<file path="src/rtl/cache_packet_gen_pkg.sv">
// Shared definitions for the cache traffic generator.
// Holds the unified cache packet field layout (positions and widths), the
// generator's pattern constants, the per-way FSM state type and helpers that
// build the deterministic address and data patterns.
package cache_packet_gen_pkg;

  localparam int BYTE_LEN_IN_BITS = 8;
  localparam int UNIFIED_CACHE_BLOCK_OFFSET_LEN_IN_BITS = 4;

  // Packet field layout, LSB first.
  localparam int UNIFIED_CACHE_PACKET_VALID_POS      = 0;
  localparam int UNIFIED_CACHE_PACKET_IS_WRITE_POS   = 1;
  localparam int UNIFIED_CACHE_PACKET_CACHEABLE_POS  = 2;
  localparam int UNIFIED_CACHE_PACKET_TYPE_POS       = 3;
  localparam int UNIFIED_CACHE_PACKET_TYPE_LEN       = 2;
  localparam int UNIFIED_CACHE_PACKET_PORT_NUM_POS   = UNIFIED_CACHE_PACKET_TYPE_POS + UNIFIED_CACHE_PACKET_TYPE_LEN;
  localparam int UNIFIED_CACHE_PACKET_PORT_NUM_LEN   = 4;
  localparam int UNIFIED_CACHE_PACKET_DATA_LEN       = 64;
  localparam int UNIFIED_CACHE_PACKET_BYTE_MASK_POS  = UNIFIED_CACHE_PACKET_PORT_NUM_POS + UNIFIED_CACHE_PACKET_PORT_NUM_LEN;
  localparam int UNIFIED_CACHE_PACKET_BYTE_MASK_LEN  = UNIFIED_CACHE_PACKET_DATA_LEN / BYTE_LEN_IN_BITS;
  localparam int UNIFIED_CACHE_PACKET_ADDR_POS       = UNIFIED_CACHE_PACKET_BYTE_MASK_POS + UNIFIED_CACHE_PACKET_BYTE_MASK_LEN;
  localparam int UNIFIED_CACHE_PACKET_ADDR_LEN       = 32;
  localparam int UNIFIED_CACHE_PACKET_DATA_POS       = UNIFIED_CACHE_PACKET_ADDR_POS + UNIFIED_CACHE_PACKET_ADDR_LEN;
  localparam int UNIFIED_CACHE_PACKET_WIDTH_IN_BITS  = UNIFIED_CACHE_PACKET_DATA_POS + UNIFIED_CACHE_PACKET_DATA_LEN;

  // Generator pattern constants.
  localparam logic [7:0] GEN_PATTERN_BYTE    = 8'hA5;
  localparam int         GEN_ADDR_BASE_SHIFT = 12;

  typedef enum logic [2:0] {
    WAY_IDLE,
    WAY_SEND,
    WAY_WAIT_RETURN,
    WAY_NEXT,
    WAY_FINISH
  } way_state_e;

  // 32-bit pattern word {A5, way, k}.
  function automatic logic [31:0] pattern_word(input logic [7:0] way, input logic [15:0] k);
    return {GEN_PATTERN_BYTE, way, k};
  endfunction

  // Pattern word replicated across the whole data field.
  function automatic logic [UNIFIED_CACHE_PACKET_DATA_LEN-1:0] pattern_data(input logic [7:0] way,
                                                                           input logic [15:0] k);
    logic [UNIFIED_CACHE_PACKET_DATA_LEN-1:0] d;
    d = '0;
    for (int i = 0; i < UNIFIED_CACHE_PACKET_DATA_LEN / 32; i++) begin
      d[i*32 +: 32] = pattern_word(way, k);
    end
    return d;
  endfunction

  // Block-aligned address ((way+1) << 12) | (k << block offset).
  function automatic logic [UNIFIED_CACHE_PACKET_ADDR_LEN-1:0] pattern_addr(input logic [7:0] way,
                                                                           input logic [15:0] k);
    logic [31:0] base;
    logic [31:0] offs;
    base = ({24'd0, way} + 32'd1) << GEN_ADDR_BASE_SHIFT;
    offs = {16'd0, k} << UNIFIED_CACHE_BLOCK_OFFSET_LEN_IN_BITS;
    return base | offs;
  endfunction

endpackage

</file>
<file path="src/rtl/cache_packet_gen_way.sv">
// One generator way: issues NUM_REQUEST/2 pattern writes followed by the
// matching read-backs, checks read data, and times out stalled requests.
// Ports: clk_in, reset_in (async, active-high); test_packet / test_packet_ack
// (request handshake); return_packet / return_packet_ack (return handshake);
// finished (way reached FINISH); failed (sticky mismatch/timeout flag).
module cache_packet_gen_way
  import cache_packet_gen_pkg::*;
#(
  parameter int WAY_ID           = 0,
  parameter int NUM_REQUEST      = 8,
  parameter int TIMING_OUT_CYCLE = 1000,
  parameter int PKT_W            = UNIFIED_CACHE_PACKET_WIDTH_IN_BITS
)(
  input  logic             clk_in,
  input  logic             reset_in,
  output logic [PKT_W-1:0] test_packet,
  input  logic             test_packet_ack,
  input  logic [PKT_W-1:0] return_packet,
  output logic             return_packet_ack,
  output logic             finished,
  output logic             failed
);

  localparam int HALF  = NUM_REQUEST / 2;
  localparam int IDX_W = $clog2(NUM_REQUEST + 1);
  localparam int CNT_W = $clog2(TIMING_OUT_CYCLE + 2);

  way_state_e         state_reg, state_next;
  logic [IDX_W-1:0]   req_idx_reg, req_idx_next;
  logic [CNT_W-1:0]   timer_reg, timer_next;
  logic               failed_reg, failed_next;
  logic               return_ack_reg, return_ack_next;

  logic               is_read;
  logic [15:0]        k_idx;
  logic               timed_out;
  logic               return_valid;
  logic [UNIFIED_CACHE_PACKET_DATA_LEN-1:0] return_data;
  logic [UNIFIED_CACHE_PACKET_DATA_LEN-1:0] expected_data;
  logic [UNIFIED_CACHE_PACKET_DATA_LEN-1:0] req_data;
  logic [UNIFIED_CACHE_PACKET_ADDR_LEN-1:0] req_addr;
  logic [UNIFIED_CACHE_PACKET_BYTE_MASK_LEN-1:0] req_mask;
  logic [PKT_W-1:0]   assembled_packet;
  logic               unused_return_bits;

  // Second half of the sequence reads back what the first half wrote.
  assign is_read       = (req_idx_reg >= IDX_W'(HALF));
  assign k_idx         = is_read ? 16'(req_idx_reg - IDX_W'(HALF)) : 16'(req_idx_reg);
  assign req_addr      = pattern_addr(8'(WAY_ID), k_idx);
  assign expected_data = pattern_data(8'(WAY_ID), k_idx);
  assign req_data      = is_read ? '0 : expected_data;
  assign req_mask      = is_read ? '0 : '1;
  assign timed_out     = (timer_reg >= CNT_W'(TIMING_OUT_CYCLE));
  assign return_valid  = return_packet[UNIFIED_CACHE_PACKET_VALID_POS];
  assign return_data   = return_packet[UNIFIED_CACHE_PACKET_DATA_POS +: UNIFIED_CACHE_PACKET_DATA_LEN];
  assign unused_return_bits = ^return_packet;

  packet_concat u_packet_concat (
    .addr      (req_addr),
    .data      (req_data),
    .byte_mask (req_mask),
    .port_num  (UNIFIED_CACHE_PACKET_PORT_NUM_LEN'(WAY_ID)),
    .pkt_type  ('0),
    .valid     (1'b1),
    .is_write  (~is_read),
    .cacheable (1'b1),
    .packet    (assembled_packet)
  );

  // State register.
  always_ff @(posedge clk_in or posedge reset_in) begin
    if (reset_in) begin
      state_reg      <= WAY_IDLE;
      req_idx_reg    <= '0;
      timer_reg      <= '0;
      failed_reg     <= 1'b0;
      return_ack_reg <= 1'b0;
    end else begin
      state_reg      <= state_next;
      req_idx_reg    <= req_idx_next;
      timer_reg      <= timer_next;
      failed_reg     <= failed_next;
      return_ack_reg <= return_ack_next;
    end
  end

  // Next-state logic.
  always_comb begin
    state_next   = state_reg;
    req_idx_next = req_idx_reg;
    timer_next   = timer_reg;
    failed_next  = failed_reg;
    // Any valid return is acked for one cycle; the low phase between pulses
    // gives the cache time to retire the packet it just presented.
    return_ack_next = return_valid && !return_ack_reg && (state_reg != WAY_FINISH);
    unique case (state_reg)
      WAY_IDLE: state_next = WAY_SEND;
      WAY_SEND: begin
        timer_next = timer_reg + CNT_W'(1);
        if (test_packet_ack) begin
          state_next = is_read ? WAY_WAIT_RETURN : WAY_NEXT;
        end else if (timed_out) begin
          failed_next = 1'b1;
          state_next  = WAY_FINISH;
        end
      end
      WAY_WAIT_RETURN: begin
        timer_next = timer_reg + CNT_W'(1);
        if (return_valid) begin
          if (return_data != expected_data) failed_next = 1'b1;
          state_next = WAY_NEXT;
        end else if (timed_out) begin
          failed_next = 1'b1;
          state_next  = WAY_FINISH;
        end
      end
      WAY_NEXT: begin
        req_idx_next = req_idx_reg + IDX_W'(1);
        state_next   = (req_idx_reg == IDX_W'(NUM_REQUEST - 1)) ? WAY_FINISH : WAY_SEND;
      end
      WAY_FINISH: state_next = WAY_FINISH;
      default:    state_next = WAY_IDLE;
    endcase
    // The timeout budget covers one whole request, ack and return together.
    if (state_next == WAY_SEND && state_reg != WAY_SEND) timer_next = '0;
  end

  // Outputs: the packet is presented only while in SEND, so it drops the
  // cycle after the ack is taken.
  always_comb begin
    test_packet       = (state_reg == WAY_SEND) ? assembled_packet : '0;
    return_packet_ack = return_ack_reg;
    finished          = (state_reg == WAY_FINISH);
    failed            = failed_reg;
  end

endmodule

</file>
<file path="src/rtl/packet_concat.sv">
// Assembles a unified cache packet from its individual fields.
// Ports: addr, data, byte_mask, port_num, pkt_type, valid, is_write,
//        cacheable (field inputs); packet (assembled packet output).
module packet_concat
  import cache_packet_gen_pkg::*;
(
  input  logic [UNIFIED_CACHE_PACKET_ADDR_LEN-1:0]      addr,
  input  logic [UNIFIED_CACHE_PACKET_DATA_LEN-1:0]      data,
  input  logic [UNIFIED_CACHE_PACKET_BYTE_MASK_LEN-1:0] byte_mask,
  input  logic [UNIFIED_CACHE_PACKET_PORT_NUM_LEN-1:0]  port_num,
  input  logic [UNIFIED_CACHE_PACKET_TYPE_LEN-1:0]      pkt_type,
  input  logic                                          valid,
  input  logic                                          is_write,
  input  logic                                          cacheable,
  output logic [UNIFIED_CACHE_PACKET_WIDTH_IN_BITS-1:0] packet
);

  always_comb begin
    packet = '0;
    packet[UNIFIED_CACHE_PACKET_VALID_POS]                                          = valid;
    packet[UNIFIED_CACHE_PACKET_IS_WRITE_POS]                                       = is_write;
    packet[UNIFIED_CACHE_PACKET_CACHEABLE_POS]                                      = cacheable;
    packet[UNIFIED_CACHE_PACKET_TYPE_POS +: UNIFIED_CACHE_PACKET_TYPE_LEN]           = pkt_type;
    packet[UNIFIED_CACHE_PACKET_PORT_NUM_POS +: UNIFIED_CACHE_PACKET_PORT_NUM_LEN]  = port_num;
    packet[UNIFIED_CACHE_PACKET_BYTE_MASK_POS +: UNIFIED_CACHE_PACKET_BYTE_MASK_LEN] = byte_mask;
    packet[UNIFIED_CACHE_PACKET_ADDR_POS +: UNIFIED_CACHE_PACKET_ADDR_LEN]          = addr;
    packet[UNIFIED_CACHE_PACKET_DATA_POS +: UNIFIED_CACHE_PACKET_DATA_LEN]          = data;
  end

endmodule

</file>
<file path="src/rtl/cache_packet_gen.sv">
// Multi-way self-checking traffic generator for the unified cache.
// Ports: clk_in, reset_in (async, active-high); test_packet_flatted_out /
// test_packet_ack_flatted_in (per-way requests, slice w*PKT_W); 
// return_packet_flatted_in / return_packet_ack_flatted_out (per-way returns);
// done (all ways finished, sticky); error (any way failed, sticky).
module cache_packet_gen
  import cache_packet_gen_pkg::*;
#(
  parameter int NUM_WAY          = 2,
  parameter int NUM_REQUEST      = 8,
  parameter int TIMING_OUT_CYCLE = 1000,
  parameter int PKT_W            = UNIFIED_CACHE_PACKET_WIDTH_IN_BITS
)(
  input  logic                     clk_in,
  input  logic                     reset_in,
  output logic [NUM_WAY*PKT_W-1:0] test_packet_flatted_out,
  input  logic [NUM_WAY-1:0]       test_packet_ack_flatted_in,
  input  logic [NUM_WAY*PKT_W-1:0] return_packet_flatted_in,
  output logic [NUM_WAY-1:0]       return_packet_ack_flatted_out,
  output logic                     done,
  output logic                     error
);

  logic [NUM_WAY-1:0] finished;
  logic [NUM_WAY-1:0] failed;
  logic               done_reg;

  generate
    for (genvar gi = 0; gi < NUM_WAY; gi++) begin : g_way
      cache_packet_gen_way #(
        .WAY_ID           (gi),
        .NUM_REQUEST      (NUM_REQUEST),
        .TIMING_OUT_CYCLE (TIMING_OUT_CYCLE),
        .PKT_W            (PKT_W)
      ) u_way (
        .clk_in            (clk_in),
        .reset_in          (reset_in),
        .test_packet       (test_packet_flatted_out[gi*PKT_W +: PKT_W]),
        .test_packet_ack   (test_packet_ack_flatted_in[gi]),
        .return_packet     (return_packet_flatted_in[gi*PKT_W +: PKT_W]),
        .return_packet_ack (return_packet_ack_flatted_out[gi]),
        .finished          (finished[gi]),
        .failed            (failed[gi])
      );
    end
  endgenerate

  always_ff @(posedge clk_in or posedge reset_in) begin
    if (reset_in) done_reg <= 1'b0;
    else          done_reg <= done_reg | (&finished);
  end

  assign done  = done_reg;
  assign error = |failed;

endmodule

</file>
<file path="config.mk">
export PLATFORM = sky130hd
export DESIGN_NAME = cache_packet_gen
export DESIGN_NICKNAME = d
export VERILOG_FILES = /design/src/rtl/cache_packet_gen_pkg.sv /design/src/rtl/cache_packet_gen_way.sv /design/src/rtl/packet_concat.sv /design/src/rtl/cache_packet_gen.sv
export SDC_FILE = /design/constraint.sdc
export NUM_CORES = 1
export LEC_CHECK = 0
export BUFFER_PORTS_ARGS = -buffer_cell sky130_fd_sc_hd__clkbuf_2
export CORE_AREA = 2 2 178 180
export CTS_CLUSTER_SIZE = 30
export DETAILED_ROUTE_END_ITERATION = 6
export DIE_AREA = 0 0 180 182
export PLACE_DENSITY = 0.4
export SLEW_MARGIN = 20
export SYNTH_ARGS = -nofsm -noshare
export SYNTH_HDL_FRONTEND = slang
export SYNTH_SLANG_ARGS = --single-unit
</file>
<file path="constraint.sdc">
create_clock -name clk_in -period 5.3 [get_ports clk_in]
set_clock_uncertainty 0.2 [all_clocks]
set_input_delay 0.265 -clock clk_in [delete_from_list [all_inputs] [get_ports clk_in]]
set_output_delay 0.265 -clock clk_in [all_outputs]
set_load 0.02 [all_outputs]
</file>
Word-level counts from Yosys, hierarchy flattened --
Cells that the tools add are included.
Storage, ports and cells: bits of input ports 230, logic and storage cells 100, flip-flop bits (word level) 39, output and inout bits 230
Cells by class: bitwise gates (word level) 3, equality and inequality tests 22, order comparisons 4, add/subtract/negate cells 6, mux-type cells 34, reductions and logical operators 20
Operators with widths (count):
- $mux 113 | 2
- $mux 64 | 2
- $ne 64x64->1 | 2
- $mux 10 | 4
- $mux 16 | 2
- $pmux 3 s5 | 2
- $mux 3 | 8
- $add 10x1->10 const B | 2
- $ge 10x10->1 const B | 2
- $mux 8 | 2
- $eq 3x1->1 const B | 4
- $eq 3x2->1 const B | 4
- $mux 1 | 10
- $sub 4x3->5 const B | 2
- $add 4x1->4 const B | 2
- $eq 4x3->1 const B | 2
- $ge 4x3->1 const B | 2
- $reduce_bool 2->1 | 4
- $eq 3x3->1 const B | 2
- $logic_and 1x1->1 | 6
- $logic_not 3->1 | 2
- $ne 3x1->1 const B | 2
- $ne 3x2->1 const B | 2
- $ne 3x3->1 const B | 2
- other kinds (8) | 15

Logic depth before layout (Yosys ltp) --
depth after elaboration 7, depth in mapped cells 6, mapped depth without buffers 6

Cells and area by module --
A second synthesis with hierarchy kept.
Second synthesis, totals: cell total of the unflattened synthesis 775, area, all modules 5936.9 µm²
Modules (own cells, without submodules):
- cache_packet_gen_way at g_way[0].u_way | area each 2108.3 µm², sequential area each 475.5 µm², instances 1, cells an instance 274
- cache_packet_gen_way at g_way[1].u_way | area each 2089.5 µm², sequential area each 475.5 µm², instances 1, cells an instance 271
- packet_concat | area each 848.3 µm², sequential area each 0.0 µm², instances 2, cells an instance 113
- cache_packet_gen | area each 42.5 µm², sequential area each 25.0 µm², instances 1, cells an instance 4

Least setup slack after synthesis --
No wires, ideal clock.
path type register to output, from reg g_way[1].u_way.state_reg[2], to out test_packet_flatted_out[194], arrival time 3.363 ns, required time 4.835 ns, path buffers 2, cell stages (with the launch flop) 5, slack 1.472 ns, cell sequence dfrtp_1 -> clkbuf_1 -> nor4_1 -> and2_2 -> buf_4
Between the ends: longest elaborated chain between the ends 2
RTL lines:
- start: declaration | RTL line cache_packet_gen_way.sv:28 | way_state_e state_reg, state_next;
- start signal: assignment | RTL line cache_packet_gen_way.sv:79 | state_reg <= state_next;
- $eq 3x1->1 | RTL line cache_packet_gen_way.sv:131 | test_packet = (state_reg == WAY_SEND) ? assembled_packet : '0;
- $mux 113 | RTL line cache_packet_gen_way.sv:131
- end: declaration | RTL line cache_packet_gen.sv:16 | output logic [NUM_WAY*PKT_W-1:0] test_packet_flatted_out,
Every way passes these cells.

Final worst setup path --
from reg g_way[0].u_way.state_reg[0], to out test_packet_flatted_out[81]
Between the ends: longest elaborated chain between the ends 2
RTL lines (RTL line):
- start: declaration | cache_packet_gen_way.sv:28
- start signal: assignment | cache_packet_gen_way.sv:79
- $eq 3x1->1 | cache_packet_gen_way.sv:131
- $mux 113 | cache_packet_gen_way.sv:131
Every way passes these cells.

==> impl_results.md <==
* Post-Syn Area at 0.004220 sq mm
* Arrival time at the worst endpoint at 2.72 ns
* Core Area at slightly above 0.03 sq mm
* Number of global-route vias before repair at 2,903
* Clock slew seen by the registers of the worst setup and hold paths at 0.06 ns
* Final Hold Fails at 0
* Vias per cell at around 3.2
* Share of post-route cells with drive strength above 1 at 0.3348
* Sum of routed wire length over all layers at ~11,000 um
* Critical path endpoint category: output pin
* Total Neg Setup Slack at 0 ns
* Starting density of the core at 0.1362
* Max_slew headroom at 0.3579
* Gate count after technology mapping at 510
* Register bit count reported by yosys at 39
* Xor and xnor area share after synthesis at 0.04981
* Top cell family by delay on the critical path: simple AND/OR/NAND/NOR gates
* Worst hold slack at 0.05372 ns
* Number of buffers created by CTS at 5
* DRC marker count from the first detailed-route iteration at 105
* Achievable clock frequency at 313.9 MHz
* Final worst-path cycle share at 0.6011
* Maximum level of the CTS H-tree at 2
* Post-synthesis share of cell area spent on and, or, nand and nor gates at 0.2185
* TritonCTS Sinks at 39
* Critical path depth in cells at 4
* Result of the run: completed
* CP Data Required Time at 4.84 ns
* Count of input and output buffers at 196
* Number of instances resized during post-cts repair at 0
* Biggest area contributors in the synthesized netlist: buf_4 38%, dfrtp_1 23%, nor2_1 3.2%, nor4_1 3.0%, xor2_1 2.9%
* Crit Reg-Reg Endpoint: g_way[1].u_way.failed
* Hold Path Class: in -> reg
* Routed length on met2 at about 5900 um
* Final max-slew violation count at 0
* Area growth, synth to finish at 15.54%
* Synth Area in Compound Gates at 0.07264
* CTS root buffer: clkbuf_16
* Half-perimeter wire length after placement at 9712 um
* Slowest CP cell: nor3b_2
* Delay contributed by the slowest stage of the critical path at about 0.8 ns
* CTS Hold Bufs at 1
* Number of vias in the routed layout at roughly 3,400
* Length of routed wiring on met1 at 4364 um
* Pre-CTS setup slack at 2.352 ns
* Minimum setup slack among reg-to-reg paths at 3.12 ns
* Detail Route Antenna Nets at 0
* Setup slack of the critical path after layout at 2.114 ns
* Number of placed I/O pins at 460
* Number of buffers added for setup after CTS at 0
* Highest ir drop seen on vdd at 223.6 uV
* Pin count of the biggest net entering global routing at 40
* Average routed wire per standard cell at 10.71 um
* Sequential fraction of the synthesis area at 0.2312
* Nets@finish at around 900
* R2R cell count at 5
* GPL Wtd Cong at 0.7305
* Post-synthesis adder-cell area fraction at 0.01779
* Full die area at 0.03276 sq mm
* Most common cell after layout, fill and taps aside: clkbuf_2
* RSZ-0062 raised after global routing: no
* DRC violations left at 0
* Launching point of the worst reg2reg path: g_way[1].u_way.req_idx_reg[0]
* Area share of the largest cell type after synthesis at 0.3771
* Multiplexer share of the synthesized area at 0.01008
* Largest buffer count on any clock path at 2
* Met3 Routed Length at 1016 um
* Worst-margin pin slew at 0.9611 ns
* Class of the most critical setup path: reg -> out
* Largest driver fanout on the critical path at 19
* Maximum capacitance violations at 0
* Synthesized area divided by synthesized cell count at 8.275 sq um
* Worst Setup EP: test_packet_flatted_out[81]
* Ys async rst share at 1.000
* Post-synth top area cell: buf_4
* Combinational family with the most area after synthesis: buffers and inverters
* Commonest cells after routing, fill and taps aside: 196 x clkbuf_2, 167 x conb_1, 39 x dfrtp_1, 36 x nor2_1, 19 x nor4_1
* Flip-flop count of the largest register after layout at 20
* Cell chain of the critical path: nor3b_2 > nor3b_2 > and2_1 > clkbuf_2
* Diodes inserted at 0
* Clk Latency, worst-skew pair at 0.28 ns
* Antenna violations before repair at 0
* Setup-failing EPs final at 0
* Height of the die at approximately 180 um
* First-pass GRT wire length at 16,260 um
* GRT Util Overall at 0.06459
* Total gr overflow at 0
* Power density over cell area at 403.7 mW/mm^2
* Initial DRT Pass Iterations at 4
* Count of flip-flops with a built-in enable after synthesis at 0
* Highest metal layer used by the detailed router: met4
* Number of library cell types mapped by synthesis at 60
* Worst setup path startpoint: g_way[0].u_way.state_reg[0]
* Leakage power summed over all cells at between 0.002 and 0.003 uW
* Startpoint types: flip-flop
* Number of warning messages in the yosys log at 0
* Horiz. Die Dim at 180 um
* Minimum clock period at 3.186 ns
* Flip-flop cell with the highest count after synthesis: dfrtp_1
* Combined buffer and inverter count along the critical path at 1
* Clock tree from TritonCTS: yes
* Cell mode on critical path: nor3b_2
* Total number of placement rows at 65
[routing by layer]
| layer | track usage | up-vias |
|---|---|---|
| met5 | 0 | - |
| met4 | 0.01463 | 0 |
| met3 | 0.01885 | 11 |
| met2 | 0.1205 | 223 |
| met1 | 0.07200 | 1524 |
| li1 | - | 1645 |
[power by group]
group	internal (uW)	switching [uW]	total, uW	leakage (uW)
sequential	370	157	527	0.000502
combinational	369	767	1140	0.00196
clock	184	121	305	0.0000727
[through the flow]
stage / cells / total power (uW) / instance area [sq um] / util
after floorplan: 676 / 1613 / 4843 / -
after global placement: 1054 / 1687 / 4722 / 0.1524
after detailed placement: 1054 / 1690 / 4722 / 0.1524
after CTS: 1062 / 2009 / 4876 / 0.1574
after global routing: 1062 / 2116 / 4876 / 0.1574
final: 1062 / 1968 / 4876 / 0.1574
[tightest hold or removal path, stage by stage]
cell	delay, ns
clkbuf_2	0.12
nand2_1	0.07
nand2_1	0.04
[logic make-up (layout without fill, tap and decap cells)]
family	after synthesis	in the layout
mux	4	4
other cells	1	167
flops	39	39
fa+ha+maj	6	6
compound gates	41	41
simple gates	159	159
xor+xnor	24	24
buf+inv	236	220
[synth_stat cells (all sizes together) (3+ instances only)]
master,n
nand2,18
nor3,7
ha,6
nand2b,5
or4b,3
nand3,9
nor4b,4
xnor2,10
nor4,21
nand4,12
or2,3
dfrtp,39
a2111oi,3
and3b,3
xor2,14
and2,9
clkbuf,8
nand3b,3
o2111ai,3
inv,14
nor2,36
nor4bb,3
and3,10
o21ai,7
buf,214
nor3b,3
a21oi,12
[cell type report]
cell class / instances / area (sq um)
fillers: 3560 / 26110
multi-input cells: 401 / 2195
repair buffers: 199 / 1006
flip-flops and latches: 39 / 975.9
well taps: 402 / 503.0
clock buffers: 6 / 138.9
inverters: 14 / 52.55
clock inverters: 1 / 5.005
[how the worst min path moves through the flow]
stage	startpoint	to	slack (ns)	depth (start not counted)
after detailed placement	g_way[0].u_way.return_packet_ack	g_way[0].u_way.return_packet_ack	0.24	1
after CTS	test_packet_ack_flatted_in[1]	g_way[1].u_way.state_reg[0]	0.04	3
final	test_packet_ack_flatted_in[1]	g_way[1].u_way.state_reg[0]	0.05	3
after global placement	g_way[0].u_way.return_packet_ack	g_way[0].u_way.return_packet_ack	0.22	1
after floorplan	test_packet_ack_flatted_in[1]	g_way[1].u_way.state_reg[0]	0.17	2
after global routing	test_packet_ack_flatted_in[1]	g_way[1].u_way.state_reg[0]	0.06	3
No activity file was read; power rests on OpenSTA's default activity.
